File: config.mk
export PLATFORM = sky130hd
export DESIGN_NAME = ssd1306_spi4_ctrl
export DESIGN_NICKNAME = d
export VERILOG_FILES = /design/src/rtl/ssd1306_pkg.sv /design/src/rtl/ssd1306_spi4_tx.sv /design/src/rtl/ssd1306_spi4_ctrl.sv
export SDC_FILE = /design/constraint.sdc
export NUM_CORES = 1
export LEC_CHECK = 0
export CORE_MARGIN = 4
export CORE_UTILIZATION = 41
export CTS_CLUSTER_SIZE = 30
export DETAILED_ROUTE_END_ITERATION = 8
export HOLD_SLACK_MARGIN = 0.02
export PLACE_DENSITY = 0.73
export RECOVER_POWER = 50
export SYNTH_ARGS = -nofsm -noshare
export SYNTH_HDL_FRONTEND = slang
export SYNTH_HIERARCHICAL = 1
export SYNTH_SLANG_ARGS = --single-unit
File: constraint.sdc
create_clock -name clk_i -period 1.96 [get_ports clk_i]
set_clock_uncertainty 0.1 [all_clocks]
set_input_delay 0.588 -clock clk_i [delete_from_list [all_inputs] [get_ports clk_i]]
set_output_delay 0.588 -clock clk_i [all_outputs]
set_load 0.01 [all_outputs]
File: src/rtl/ssd1306_pkg.sv
// SSD1306 command bytes, power-up init ROM, window helper and controller state types.
package ssd1306_pkg;

    localparam logic [7:0] CMD_DISPLAY_OFF  = 8'hAE;
    localparam logic [7:0] CMD_DISPLAY_ON   = 8'hAF;
    localparam logic [7:0] CMD_SEG_REMAP0   = 8'hA0;
    localparam logic [7:0] CMD_SEG_REMAP1   = 8'hA1;
    localparam logic [7:0] CMD_ENTIRE_RAM   = 8'hA4;
    localparam logic [7:0] CMD_ENTIRE_ON    = 8'hA5;
    localparam logic [7:0] CMD_NORMAL       = 8'hA6;
    localparam logic [7:0] CMD_INVERSE      = 8'hA7;
    localparam logic [7:0] CMD_COM_SCAN_INC = 8'hC0;
    localparam logic [7:0] CMD_COM_SCAN_DEC = 8'hC8;
    localparam logic [7:0] CMD_ADDR_MODE    = 8'h20;
    localparam logic [7:0] CMD_COL_ADDR     = 8'h21;
    localparam logic [7:0] CMD_PAGE_ADDR    = 8'h22;

    typedef enum logic [1:0] {
        ADDR_HORZ = 2'b00,
        ADDR_VERT = 2'b01,
        ADDR_PAGE = 2'b10
    } addr_mode_t;

    localparam int unsigned INIT_LEN = 8;
    localparam int unsigned WIN_LEN  = 6;
    localparam int unsigned IDX_W    = 3;

    // Entry 0 is the rightmost element: AE,20,00,A1,C8,A6,A4,AF.
    localparam logic [INIT_LEN-1:0][7:0] INIT_ROM = {
        CMD_DISPLAY_ON,
        CMD_ENTIRE_RAM,
        CMD_NORMAL,
        CMD_COM_SCAN_DEC,
        CMD_SEG_REMAP1,
        8'(ADDR_HORZ),
        CMD_ADDR_MODE,
        CMD_DISPLAY_OFF
    };

    typedef enum logic [2:0] {
        ST_INIT  = 3'd0,
        ST_IDLE  = 3'd1,
        ST_USER  = 3'd2,
        ST_WIN   = 3'd3,
        ST_FRAME = 3'd4
    } seq_state_t;

    typedef enum logic [2:0] {
        PH_LOAD = 3'd0,
        PH_RD   = 3'd1,
        PH_CAP  = 3'd2,
        PH_SEND = 3'd3,
        PH_WAIT = 3'd4
    } seq_phase_t;

    typedef enum logic [2:0] {
        B_IDLE   = 3'd0,
        B_LAUNCH = 3'd1,
        B_SETUP  = 3'd2,
        B_HI     = 3'd3,
        B_LO     = 3'd4,
        B_GAP    = 3'd5
    } tx_state_t;

    // Full-screen window: column range then page range.
    function automatic logic [7:0] win_cmd(input logic [IDX_W-1:0] idx,
                                           input logic [7:0] last_col,
                                           input logic [7:0] last_page);
        logic [7:0] b;
        case (idx)
            3'd0:    b = CMD_COL_ADDR;
            3'd1:    b = 8'h00;
            3'd2:    b = last_col;
            3'd3:    b = CMD_PAGE_ADDR;
            3'd4:    b = 8'h00;
            default: b = last_page;
        endcase
        return b;
    endfunction

endpackage

File: src/rtl/ssd1306_spi4_tx.sv
// SPI mode-0 byte engine: one cs_n frame per byte, MSB first, dc held for the whole frame.
module ssd1306_spi4_tx
    import ssd1306_pkg::*;
#(
    parameter int unsigned CLK_DIV = 2,
    parameter int unsigned CS_IDLE = 2
) (
    input  logic       i_clk,
    input  logic       i_rst_n,
    input  logic       i_tx_valid,
    input  logic [7:0] i_tx_data,
    input  logic       i_tx_dc,
    output logic       o_tx_ready_c,
    output logic       o_tx_done,
    output logic       o_spi_cs_n,
    output logic       o_spi_sck,
    output logic       o_spi_mosi,
    output logic       o_spi_dc
);

    localparam int unsigned CNT_MAX = (CLK_DIV > CS_IDLE) ? CLK_DIV : CS_IDLE;
    localparam int unsigned CNT_W   = $clog2(CNT_MAX + 1);

    tx_state_t        r_state, w_state_nxt;
    logic [CNT_W-1:0] r_cnt, w_cnt_nxt;
    logic [2:0]       r_bit, w_bit_nxt;
    logic [7:0]       r_sh, w_sh_nxt;
    logic             r_cs_n, w_cs_n_nxt;
    logic             r_sck, w_sck_nxt;
    logic             r_mosi, w_mosi_nxt;
    logic             r_dc, w_dc_nxt;
    logic             r_done, w_done_nxt;
    logic             w_div_end;
    logic             w_gap_end;

    assign w_div_end    = (r_cnt == CNT_W'(CLK_DIV - 1));
    assign w_gap_end    = (r_cnt == CNT_W'(CS_IDLE - 1));
    assign o_tx_ready_c = (r_state == B_IDLE);

    always_ff @(posedge i_clk or negedge i_rst_n) begin
        if (!i_rst_n) begin
            r_state <= B_IDLE;
            r_cnt   <= '0;
            r_bit   <= '0;
            r_sh    <= '0;
            r_cs_n  <= 1'b1;
            r_sck   <= 1'b0;
            r_mosi  <= 1'b0;
            r_dc    <= 1'b0;
            r_done  <= 1'b0;
        end else begin
            r_state <= w_state_nxt;
            r_cnt   <= w_cnt_nxt;
            r_bit   <= w_bit_nxt;
            r_sh    <= w_sh_nxt;
            r_cs_n  <= w_cs_n_nxt;
            r_sck   <= w_sck_nxt;
            r_mosi  <= w_mosi_nxt;
            r_dc    <= w_dc_nxt;
            r_done  <= w_done_nxt;
        end
    end

    // Bit timing: launch dc/bit7, drop cs_n, then CLK_DIV-wide sck phases.
    always_comb begin
        w_state_nxt = r_state;
        w_cnt_nxt   = r_cnt + CNT_W'(1);
        w_bit_nxt   = r_bit;
        w_sh_nxt    = r_sh;
        w_cs_n_nxt  = r_cs_n;
        w_sck_nxt   = r_sck;
        w_mosi_nxt  = r_mosi;
        w_dc_nxt    = r_dc;
        w_done_nxt  = 1'b0;
        case (r_state)
            B_IDLE: begin
                w_cnt_nxt = '0;
                if (i_tx_valid) begin
                    w_dc_nxt    = i_tx_dc;
                    w_mosi_nxt  = i_tx_data[7];
                    w_sh_nxt    = i_tx_data;
                    w_bit_nxt   = '0;
                    w_state_nxt = B_LAUNCH;
                end
            end
            B_LAUNCH: begin
                w_cs_n_nxt  = 1'b0;
                w_cnt_nxt   = '0;
                w_state_nxt = B_SETUP;
            end
            B_SETUP: begin
                if (w_div_end) begin
                    w_sck_nxt   = 1'b1;
                    w_cnt_nxt   = '0;
                    w_state_nxt = B_HI;
                end
            end
            B_HI: begin
                if (w_div_end) begin
                    w_sck_nxt = 1'b0;
                    w_cnt_nxt = '0;
                    if (r_bit == 3'd7) begin
                        w_cs_n_nxt  = 1'b1;
                        w_done_nxt  = 1'b1;
                        w_state_nxt = B_GAP;
                    end else begin
                        w_mosi_nxt  = r_sh[6];
                        w_sh_nxt    = {r_sh[6:0], 1'b0};
                        w_bit_nxt   = r_bit + 3'd1;
                        w_state_nxt = B_LO;
                    end
                end
            end
            B_LO: begin
                if (w_div_end) begin
                    w_sck_nxt   = 1'b1;
                    w_cnt_nxt   = '0;
                    w_state_nxt = B_HI;
                end
            end
            B_GAP: begin
                if (w_gap_end) begin
                    w_state_nxt = B_IDLE;
                end
            end
            default: begin
                w_state_nxt = B_IDLE;
            end
        endcase
    end

    assign o_tx_done  = r_done;
    assign o_spi_cs_n = r_cs_n;
    assign o_spi_sck  = r_sck;
    assign o_spi_mosi = r_mosi;
    assign o_spi_dc   = r_dc;

endmodule

File: src/rtl/ssd1306_spi4_ctrl.sv
// SSD1306 4-wire SPI controller: init ROM playback, then frame refresh / user byte arbitration.
module ssd1306_spi4_ctrl
    import ssd1306_pkg::*;
#(
    parameter int unsigned CLK_DIV    = 2,
    parameter int unsigned CS_IDLE    = 2,
    parameter int unsigned DISP_W     = 128,
    parameter int unsigned DISP_PAGES = 8
) (
    input  logic       clk_i,
    input  logic       rst_in,
    input  logic       frame_start_i,
    output logic       frame_done_o,
    output logic       init_done_o,
    output logic       busy_o,
    output logic       fb_rd_o,
    output logic [9:0] fb_addr_o,
    input  logic [7:0] fb_data_i,
    input  logic       cmd_valid_i,
    output logic       cmd_ready_o,
    input  logic [7:0] cmd_data_i,
    input  logic       cmd_dc_i,
    output logic       spi_cs_no,
    output logic       spi_sck_o,
    output logic       spi_mosi_o,
    output logic       spi_dc_o
);

    localparam int unsigned ADDR_W   = 10;
    localparam int unsigned FB_BYTES = DISP_W * DISP_PAGES;

    seq_state_t        r_state, w_state_nxt;
    seq_phase_t        r_phase, w_phase_nxt;
    logic [IDX_W-1:0]  r_idx, w_idx_nxt;
    logic [ADDR_W-1:0] r_addr, w_addr_nxt;
    logic [ADDR_W-1:0] r_fb_addr, w_fb_addr_nxt;
    logic              r_fb_rd, w_fb_rd_nxt;
    logic              r_pending, w_pending_nxt;
    logic              r_init_done, w_init_done_nxt;
    logic              r_frame_done, w_frame_done_nxt;
    logic              r_cmd_ready, w_cmd_ready_nxt;
    logic              r_busy, w_busy_nxt;
    logic [7:0]        r_tx_data, w_tx_data_nxt;
    logic              r_tx_dc, w_tx_dc_nxt;
    logic              w_tx_valid;
    logic              w_tx_ready_c;
    logic              w_tx_done;
    logic              w_byte_end;
    logic [7:0]        w_win_byte;

    assign w_tx_valid = (r_phase == PH_SEND);
    assign w_byte_end = (r_phase == PH_WAIT) && w_tx_done;
    assign w_win_byte = win_cmd(r_idx, 8'(DISP_W - 1), 8'(DISP_PAGES - 1));

    always_ff @(posedge clk_i or negedge rst_in) begin
        if (!rst_in) begin
            r_state      <= ST_INIT;
            r_phase      <= PH_LOAD;
            r_idx        <= '0;
            r_addr       <= '0;
            r_fb_addr    <= '0;
            r_fb_rd      <= 1'b0;
            r_pending    <= 1'b0;
            r_init_done  <= 1'b0;
            r_frame_done <= 1'b0;
            r_cmd_ready  <= 1'b0;
            r_busy       <= 1'b0;
            r_tx_data    <= '0;
            r_tx_dc      <= 1'b0;
        end else begin
            r_state      <= w_state_nxt;
            r_phase      <= w_phase_nxt;
            r_idx        <= w_idx_nxt;
            r_addr       <= w_addr_nxt;
            r_fb_addr    <= w_fb_addr_nxt;
            r_fb_rd      <= w_fb_rd_nxt;
            r_pending    <= w_pending_nxt;
            r_init_done  <= w_init_done_nxt;
            r_frame_done <= w_frame_done_nxt;
            r_cmd_ready  <= w_cmd_ready_nxt;
            r_busy       <= w_busy_nxt;
            r_tx_data    <= w_tx_data_nxt;
            r_tx_dc      <= w_tx_dc_nxt;
        end
    end

    // Sequencer: each byte goes LOAD -> (RD -> CAP for framebuffer) -> SEND -> WAIT.
    always_comb begin
        w_state_nxt      = r_state;
        w_phase_nxt      = r_phase;
        w_idx_nxt        = r_idx;
        w_addr_nxt       = r_addr;
        w_fb_addr_nxt    = r_fb_addr;
        w_fb_rd_nxt      = 1'b0;
        w_pending_nxt    = r_pending | frame_start_i;
        w_init_done_nxt  = r_init_done;
        w_frame_done_nxt = 1'b0;
        w_cmd_ready_nxt  = 1'b0;
        w_tx_data_nxt    = r_tx_data;
        w_tx_dc_nxt      = r_tx_dc;

        if (r_phase == PH_SEND && w_tx_ready_c) begin
            w_phase_nxt = PH_WAIT;
        end

        case (r_state)
            ST_INIT: begin
                if (r_phase == PH_LOAD) begin
                    w_tx_data_nxt = INIT_ROM[r_idx];
                    w_tx_dc_nxt   = 1'b0;
                    w_phase_nxt   = PH_SEND;
                end
                if (w_byte_end) begin
                    w_phase_nxt = PH_LOAD;
                    if (r_idx == IDX_W'(INIT_LEN - 1)) begin
                        w_init_done_nxt = 1'b1;
                        w_state_nxt     = ST_IDLE;
                    end else begin
                        w_idx_nxt = r_idx + IDX_W'(1);
                    end
                end
            end
            ST_IDLE: begin
                w_pending_nxt = r_pending;
                w_phase_nxt   = PH_LOAD;
                if (r_pending || frame_start_i) begin
                    w_pending_nxt = 1'b0;
                    w_idx_nxt     = '0;
                    w_state_nxt   = ST_WIN;
                end else if (cmd_valid_i) begin
                    w_cmd_ready_nxt = 1'b1;
                    w_state_nxt     = ST_USER;
                end
            end
            ST_USER: begin
                if (r_phase == PH_LOAD) begin
                    w_tx_data_nxt = cmd_data_i;
                    w_tx_dc_nxt   = cmd_dc_i;
                    w_phase_nxt   = PH_SEND;
                end
                if (w_byte_end) begin
                    w_phase_nxt = PH_LOAD;
                    w_state_nxt = ST_IDLE;
                end
            end
            ST_WIN: begin
                if (r_phase == PH_LOAD) begin
                    w_tx_data_nxt = w_win_byte;
                    w_tx_dc_nxt   = 1'b0;
                    w_phase_nxt   = PH_SEND;
                end
                if (w_byte_end) begin
                    w_phase_nxt = PH_LOAD;
                    if (r_idx == IDX_W'(WIN_LEN - 1)) begin
                        w_addr_nxt  = '0;
                        w_state_nxt = ST_FRAME;
                    end else begin
                        w_idx_nxt = r_idx + IDX_W'(1);
                    end
                end
            end
            ST_FRAME: begin
                // RAM answers one clock after the strobe, so capture in PH_CAP.
                case (r_phase)
                    PH_LOAD: begin
                        w_fb_rd_nxt   = 1'b1;
                        w_fb_addr_nxt = r_addr;
                        w_phase_nxt   = PH_RD;
                    end
                    PH_RD: begin
                        w_phase_nxt = PH_CAP;
                    end
                    PH_CAP: begin
                        w_tx_data_nxt = fb_data_i;
                        w_tx_dc_nxt   = 1'b1;
                        w_phase_nxt   = PH_SEND;
                    end
                    default: begin
                    end
                endcase
                if (w_byte_end) begin
                    w_phase_nxt = PH_LOAD;
                    if (r_addr == ADDR_W'(FB_BYTES - 1)) begin
                        w_frame_done_nxt = 1'b1;
                        w_state_nxt      = ST_IDLE;
                    end else begin
                        w_addr_nxt = r_addr + ADDR_W'(1);
                    end
                end
            end
            default: begin
                w_state_nxt = ST_INIT;
                w_phase_nxt = PH_LOAD;
                w_idx_nxt   = '0;
            end
        endcase

        w_busy_nxt = (w_state_nxt != ST_IDLE);
    end

    ssd1306_spi4_tx #(
        .CLK_DIV (CLK_DIV),
        .CS_IDLE (CS_IDLE)
    ) u_tx (
        .i_clk        (clk_i),
        .i_rst_n      (rst_in),
        .i_tx_valid   (w_tx_valid),
        .i_tx_data    (r_tx_data),
        .i_tx_dc      (r_tx_dc),
        .o_tx_ready_c (w_tx_ready_c),
        .o_tx_done    (w_tx_done),
        .o_spi_cs_n   (spi_cs_no),
        .o_spi_sck    (spi_sck_o),
        .o_spi_mosi   (spi_mosi_o),
        .o_spi_dc     (spi_dc_o)
    );

    assign frame_done_o = r_frame_done;
    assign init_done_o  = r_init_done;
    assign busy_o       = r_busy;
    assign fb_rd_o      = r_fb_rd;
    assign fb_addr_o    = r_fb_addr;
    assign cmd_ready_o  = r_cmd_ready;

endmodule

-- Word level (Yosys, flattened, before mapping)
Memories as Yosys holds them, arrays and structs flattened.
Cells that the tools add are included.
- magnitude comparators: 1
- bitwise gates (word level): 2
- add/subtract/negate cells: 4
- shift-type cells: 0
- equality and inequality tests: 42
- $mul: 0
- reductions and logical operators: 31
- muxes and demuxes: 77
- div/mod/pow operators: 0
- operator list (cell ; count):
    3-bit two-way mux ; 25
    10-bit two-way mux ; 4
    8-bit two-way mux ; 5
    8-bit one-hot mux with 4 select lines ; 1
    3-bit one-hot mux with 5 select lines ; 2
    7-bit one-hot mux with 4 select lines ; 1
    3-bit by 2-bit equality test with 1-bit output (second input constant) ; 8
    3-bit equality test (second input constant) ; 8
    1-bit two-way mux ; 24
    2-bit inequality test (second input constant) ; 12
    7-bit two-way mux ; 3
    10-bit one-hot mux with 2 select lines ; 1
    2-bit by 1-bit inequality test with 1-bit output (second input constant) ; 7
    7-bit one-hot mux with 2 select lines ; 1
    3-bit by 1-bit equality test with 1-bit output (second input constant) ; 4
    3-bit logical NOT ; 4
    3-bit one-hot mux with 2 select lines ; 2
    3-bit one-hot mux with 4 select lines ; 1
    4-bit AND reduction ; 3
    10-bit by 1-bit adder with 10-bit output (second input constant) ; 1
    10-bit equality test (second input constant) ; 1
    5-bit AND reduction ; 2
    2-bit OR reduction ; 5
    3-bit one-hot mux with 3 select lines ; 1
    20 further kinds ; 31
- memory bits (read-only): 64
- word-level logic and storage cells: 180
- bits in registers: 64
- output and inout port bits: 19
- memories kept: 1
- memory bits (writable): 0
- bits in latches: 0
- bits of input ports: 21
- memories (memory ; words ; bits a word ; read ports ; clocked after memory_dff ; wr ports ; line ; text):
    (no name shown) ; 8 ; 8 ; 1 ; 0 ; 0 ; ssd1306_spi4_ctrl.sv:109 ; w_tx_data_nxt = INIT_ROM[r_idx];

-- Longest topological paths before layout
- depth in word-level cells: 6
- mapped depth: 8
- mapped depth without buffers: 7

-- By module
The synthesis kept the hierarchy.
- by module, submodules not included (module ; instances ; area each (µm²) ; cells an instance ; seq. area each (µm²)):
    ssd1306_spi4_ctrl ; 1 ; 2547.4 ; 275 ; 1101.1
    ssd1306_spi4_tx ; 1 ; 1109.8 ; 93 ; 501.7

-- Worst setup path before layout
No wires, ideal clock.
- path kind: register -> register
- start point: register r_phase[1]
- end point: register u_tx.r_mosi (netlist: u_tx/o_spi_mosi)
- data arrival time: 1746 ps
- slack: -11 ps
- period minus slack after synthesis: 1971 ps
- setup time: 125 ps
- buffers on the path: 2
- required time: 1735 ps
- stages on the path, launching flop included: 7
- path through: dfrtp_1 > clkbuf_1 > and3_1 > or3b_4 > a21oi_4 > buf_12 > mux2_4
- cells in the longest elaborated chain, start to end: 3
- RTL lines (item ; line ; text):
    start, declared ; ssd1306_spi4_ctrl.sv:33 ; seq_phase_t r_phase, w_phase_nxt;
    start signal, assigned ; ssd1306_spi4_ctrl.sv:72 ; r_phase <= w_phase_nxt;
    3-bit by 2-bit equality test with 1-bit output ; ssd1306_spi4_ctrl.sv:51 ; assign w_tx_valid = (r_phase == PH_SEND);
    net w_tx_valid ; ssd1306_spi4_ctrl.sv:45 ; logic w_tx_valid;
    2-bit by 1-bit inequality test with 1-bit output (no source line) ; - ;
    4-bit AND reduction (no source line) ; - ;
    end signal, assigned ; ssd1306_spi4_tx.sv:58 ; r_mosi <= w_mosi_nxt;
    end, declared ; ssd1306_spi4_tx.sv:30 ; logic r_mosi, w_mosi_nxt;
The timed path passes the listed nets, and every way through them passes these cells.
A chain may end at the register's enable or synchronous reset.

-- Worst setup path in the final report
- start point: register r_phase[2]
- end point: register u_tx.r_sh[5]
- cells in the longest elaborated chain, start to end: 3
- RTL lines (item ; line ; text):
    3-bit by 2-bit equality test with 1-bit output ; ssd1306_spi4_ctrl.sv:51 ;
    net w_tx_valid ; ssd1306_spi4_ctrl.sv:45 ;
    2-bit by 1-bit inequality test with 1-bit output (no source line) ; - ;
    4-bit AND reduction (no source line) ; - ;
    end signal, assigned ; ssd1306_spi4_tx.sv:55 ; r_sh <= w_sh_nxt;
    end, declared ; ssd1306_spi4_tx.sv:27 ; logic [7:0] r_sh, w_sh_nxt;
The timed path passes the listed nets, and every way through them passes these cells.

==> flow_metrics.env <==
export IMPL_p_int_mw=1.96
export IMPL_ys_seq_area_share_pct=43.8
export IMPL_synth_most_common_cell="dfrtp_1"
export IMPL_slew_limit_headroom_pct=49.3
export IMPL_drive_gt1_share_pct=24.4
export IMPL_grt_pass1_wl_mm=14.1
export IMPL_setup_violations=0
export IMPL_grt_overflow=0
export IMPL_place_ws_ns=-0.313
export IMPL_setup_tns_ns=0
export IMPL_die_h_um=102
export IMPL_start_util_pct=41.9
export IMPL_die_area_um2=10500
export IMPL_first_pass_iters=4
export IMPL_ys_types=66
export IMPL_pwr_share_clk_pct=45.8
export IMPL_synth_area_um2=3660
export IMPL_io_buffers=39
export IMPL_grt_pass1_vias=2928
export IMPL_fin_ws_ns=0.0344
export IMPL_crit_path_end_kind="flop"
export IMPL_cp_arrival_ns=2.05
export IMPL_final_nets=479
export IMPL_areaGrowthSynthToFinish_pct=28.8
export IMPL_synth_ff_type="dfrtp_1"
export IMPL_cts_buffers=9
export IMPL_synth_edf_count=0
export IMPL_yosys_area_top_type_share_pct=43.1
export IMPL_power_leakage_nw=2.31
export IMPL_synth_top_cells_by_count="63 x dfrtp_1, 34 x nand2_1, 29 x nor2_1"
export IMPL_min_period_ns=1.93
export IMPL_synth_area_top_cells="dfrtp_1 43%, ha_1 4.1%, mux2_2 4.0%, mux2_4 3.7%, nand2_1 3.5%"
export IMPL_ys_warn_count=6
export IMPL_whs_ns=0.188
export IMPL_dr_total_vias=2960
export IMPL_place_hpwl_mm=6.03
export IMPL_wl_mm=8.34
export IMPL_rsz0062_at_grt="yes"
export IMPL_gp_congestion=0.867
export IMPL_initialDrtViolationCount=227
export IMPL_clock_path_buffers=2
export IMPL_synth_largest_area_cell="dfrtp_1"
export IMPL_syn_nets=401
export IMPL_clock_sinks=64
export IMPL_ir_worst_vdd_v=0.000340
export IMPL_htree_num_levels=3
export IMPL_ys_ff_latch=64
export IMPL_crit_type="flop to flop"
export IMPL_drc_errors=0
export IMPL_finalHoldViolCount=0
export IMPL_root_buffer="clkbuf_8"
export IMPL_drv_slew=0
export IMPL_switching_share_pct=23.7
export IMPL_fmax_mhz=519
export IMPL_holdBufCountCts=0
export IMPL_power_switching_mw=0.607
export IMPL_num_io_pins=40
export IMPL_power_density_nw_per_um2=544
export IMPL_grt_max_degree=52
export IMPL_core_um2=8720
export IMPL_dieWidth_um=102
export IMPL_tightest_slew_ns=0.760
export IMPL_max_cap_violations=0
export IMPL_track_usage_pct=16.9
export IMPL_async_reset_ff_share_pct=100
export IMPL_comb_power_share_pct=2.8
export IMPL_vias_per_cell=5.30
export IMPL_hp_class="primary input to asynchronous set/reset pin"
export IMPL_status="finished clean"
export IMPL_diodes=0
export IMPL_clkTransAtPathRegs_ns=0.08
export IMPL_antenna_found_initial=0
export IMPL_rows=34
export IMPL_wl_per_cell_um=14.9
export IMPL_fin_crit_sh_pct=98.2
export IMPL_syn_inst=368
export IMPL_avgSynthCellArea_um2=9.94
export IMPL_cts_tree="done"
export IMPL_cp_start_kind="flop"
export IMPL_power_frac_seq_pct=51.5
export IMPL_cp_max_fo=6
export IMPL_required_ns=2.09
export IMPL_clk_insertion_delay_late_ns=0.34
export IMPL_ant_nets=0
## final timing paths
check / slack (ns) / depth (start not counted) / endpoint / from
worst max-delay path: 0.03 / 6 / u_tx/r_sh[5] / r_phase[2]
worst min-delay path: 0.19 / 1 / u_tx/r_sh[3] / rst_in
worst max register to register: 0.03 / 6 / u_tx/r_sh[5] / r_phase[2]
worst min register to register: 0.39 / 1 / init_done_o / init_done_o
max in group asynchronous: 0.30 / 2 / r_idx[0] / rst_in
min in group clk_i: 0.39 / 1 / init_done_o / init_done_o
## cell usage in the layout (no fill, tap or decap), types with 9 or more instances in the layout
master           netlist  routed
dfrtp_1               63      62
buf_4                  1      46
nand2_1               34      34
nor2_1                29      29
clkdlybuf4s50_1        0      24
a21oi_1               24      23
inv_1                 19      18
o21ai_0               17      16
mux2_2                13      13
dlymetal6s2s_1         0      11
nand3_1               10      10
xnor2_1                9       9
ha_1                  12       9
clkbuf_8               0       9
mux2_4                 9       9
## per-stage QoR
stage | power (mW) | util [%] | instance area, µm² | cells
floorplan | 1.35 | - | 3660 | 368
global placement | 1.42 | 50.6 | 4410 | 538
detailed placement | 1.42 | 50.6 | 4410 | 538
CTS | 2.60 | 52.9 | 4610 | 554
global route | 2.67 | 54.0 | 4710 | 559
finish | 2.56 | 54.0 | 4710 | 559
## logic make-up (layout without fill, tap and decap cells)
logic type               count (synthesis)  in the layout  share of synthesized area, %
XOR/XNOR                                 9              9                          2.16
multiplexers                            31             31                          10.4
adder cells (fa/ha/maj)                 12             12                          4.11
flip-flops                              64             64                          43.8
AO/OA/AOI/OAI                           88             88                          16.3
buffers and inverters                   42            125                          5.75
AND/OR/NAND/NOR                        122            122                          17.5
## worst max-delay path, stage by stage, from the launching register on
cell	delay (ns)
dfrtp_1	0.39
inv_1	0.07
and3_1	0.16
or3b_4	0.41
a21oi_4	0.22
buf_12	0.15
mux2_2	0.32
## power by group through the flow
stage / clock network, mW / registers, mW / logic (mW)
floorplan: 0 / 1.35 / 0.00138
global placement: 0 / 1.35 / 0.0765
detailed placement: 0 / 1.35 / 0.0778
CTS: 1.20 / 1.32 / 0.0783
global route: 1.27 / 1.32 / 0.0786
finish: 1.17 / 1.32 / 0.0711
## layer usage
metal / GRT usage, % / up-vias / share of wire, %
met4: 6.26 / 0 / 1.3
li1: - / 1472 / -
met2: 26.5 / 55 / 49
met3: 3.00 / 7 / 3.5
met1: 23.5 / 1426 / 46
met5: 0 / - / 0
## registers in the layout, indices dropped and copies added, names as in the netlist, 2 cells and up
register      cells
u_tx/r_sh         7
u_tx/r_cnt        2
r_idx             3
fb_addr_o        10
u_tx/r_bit        3
r_addr           10
r_state           3
r_tx_data         8
r_phase           3
u_tx/r_state      3
## area by class of cell
| cell class | count | area, µm² |
|---|---|---|
| Fill cell | 764 | 4010 |
| Multi-Input combinational cell | 262 | 1880 |
| Tap cell | 108 | 135 |
| Timing Repair Buffer | 90 | 821 |
| Clock buffer | 9 | 124 |
| Clock inverter | 7 | 78.8 |
| Inverter | 19 | 71.3 |
| Sequential cell | 64 | 1600 |
## what timing repair did
action,4_1_cts,5_1_grt
hold endpoints to repair,0,0
gates resized for setup,4,24
setup buffers,0,4
setup endpoints to repair,11,31
gates cloned,0,1
pin swaps,1,8
(Power assumes the default switching activity.)
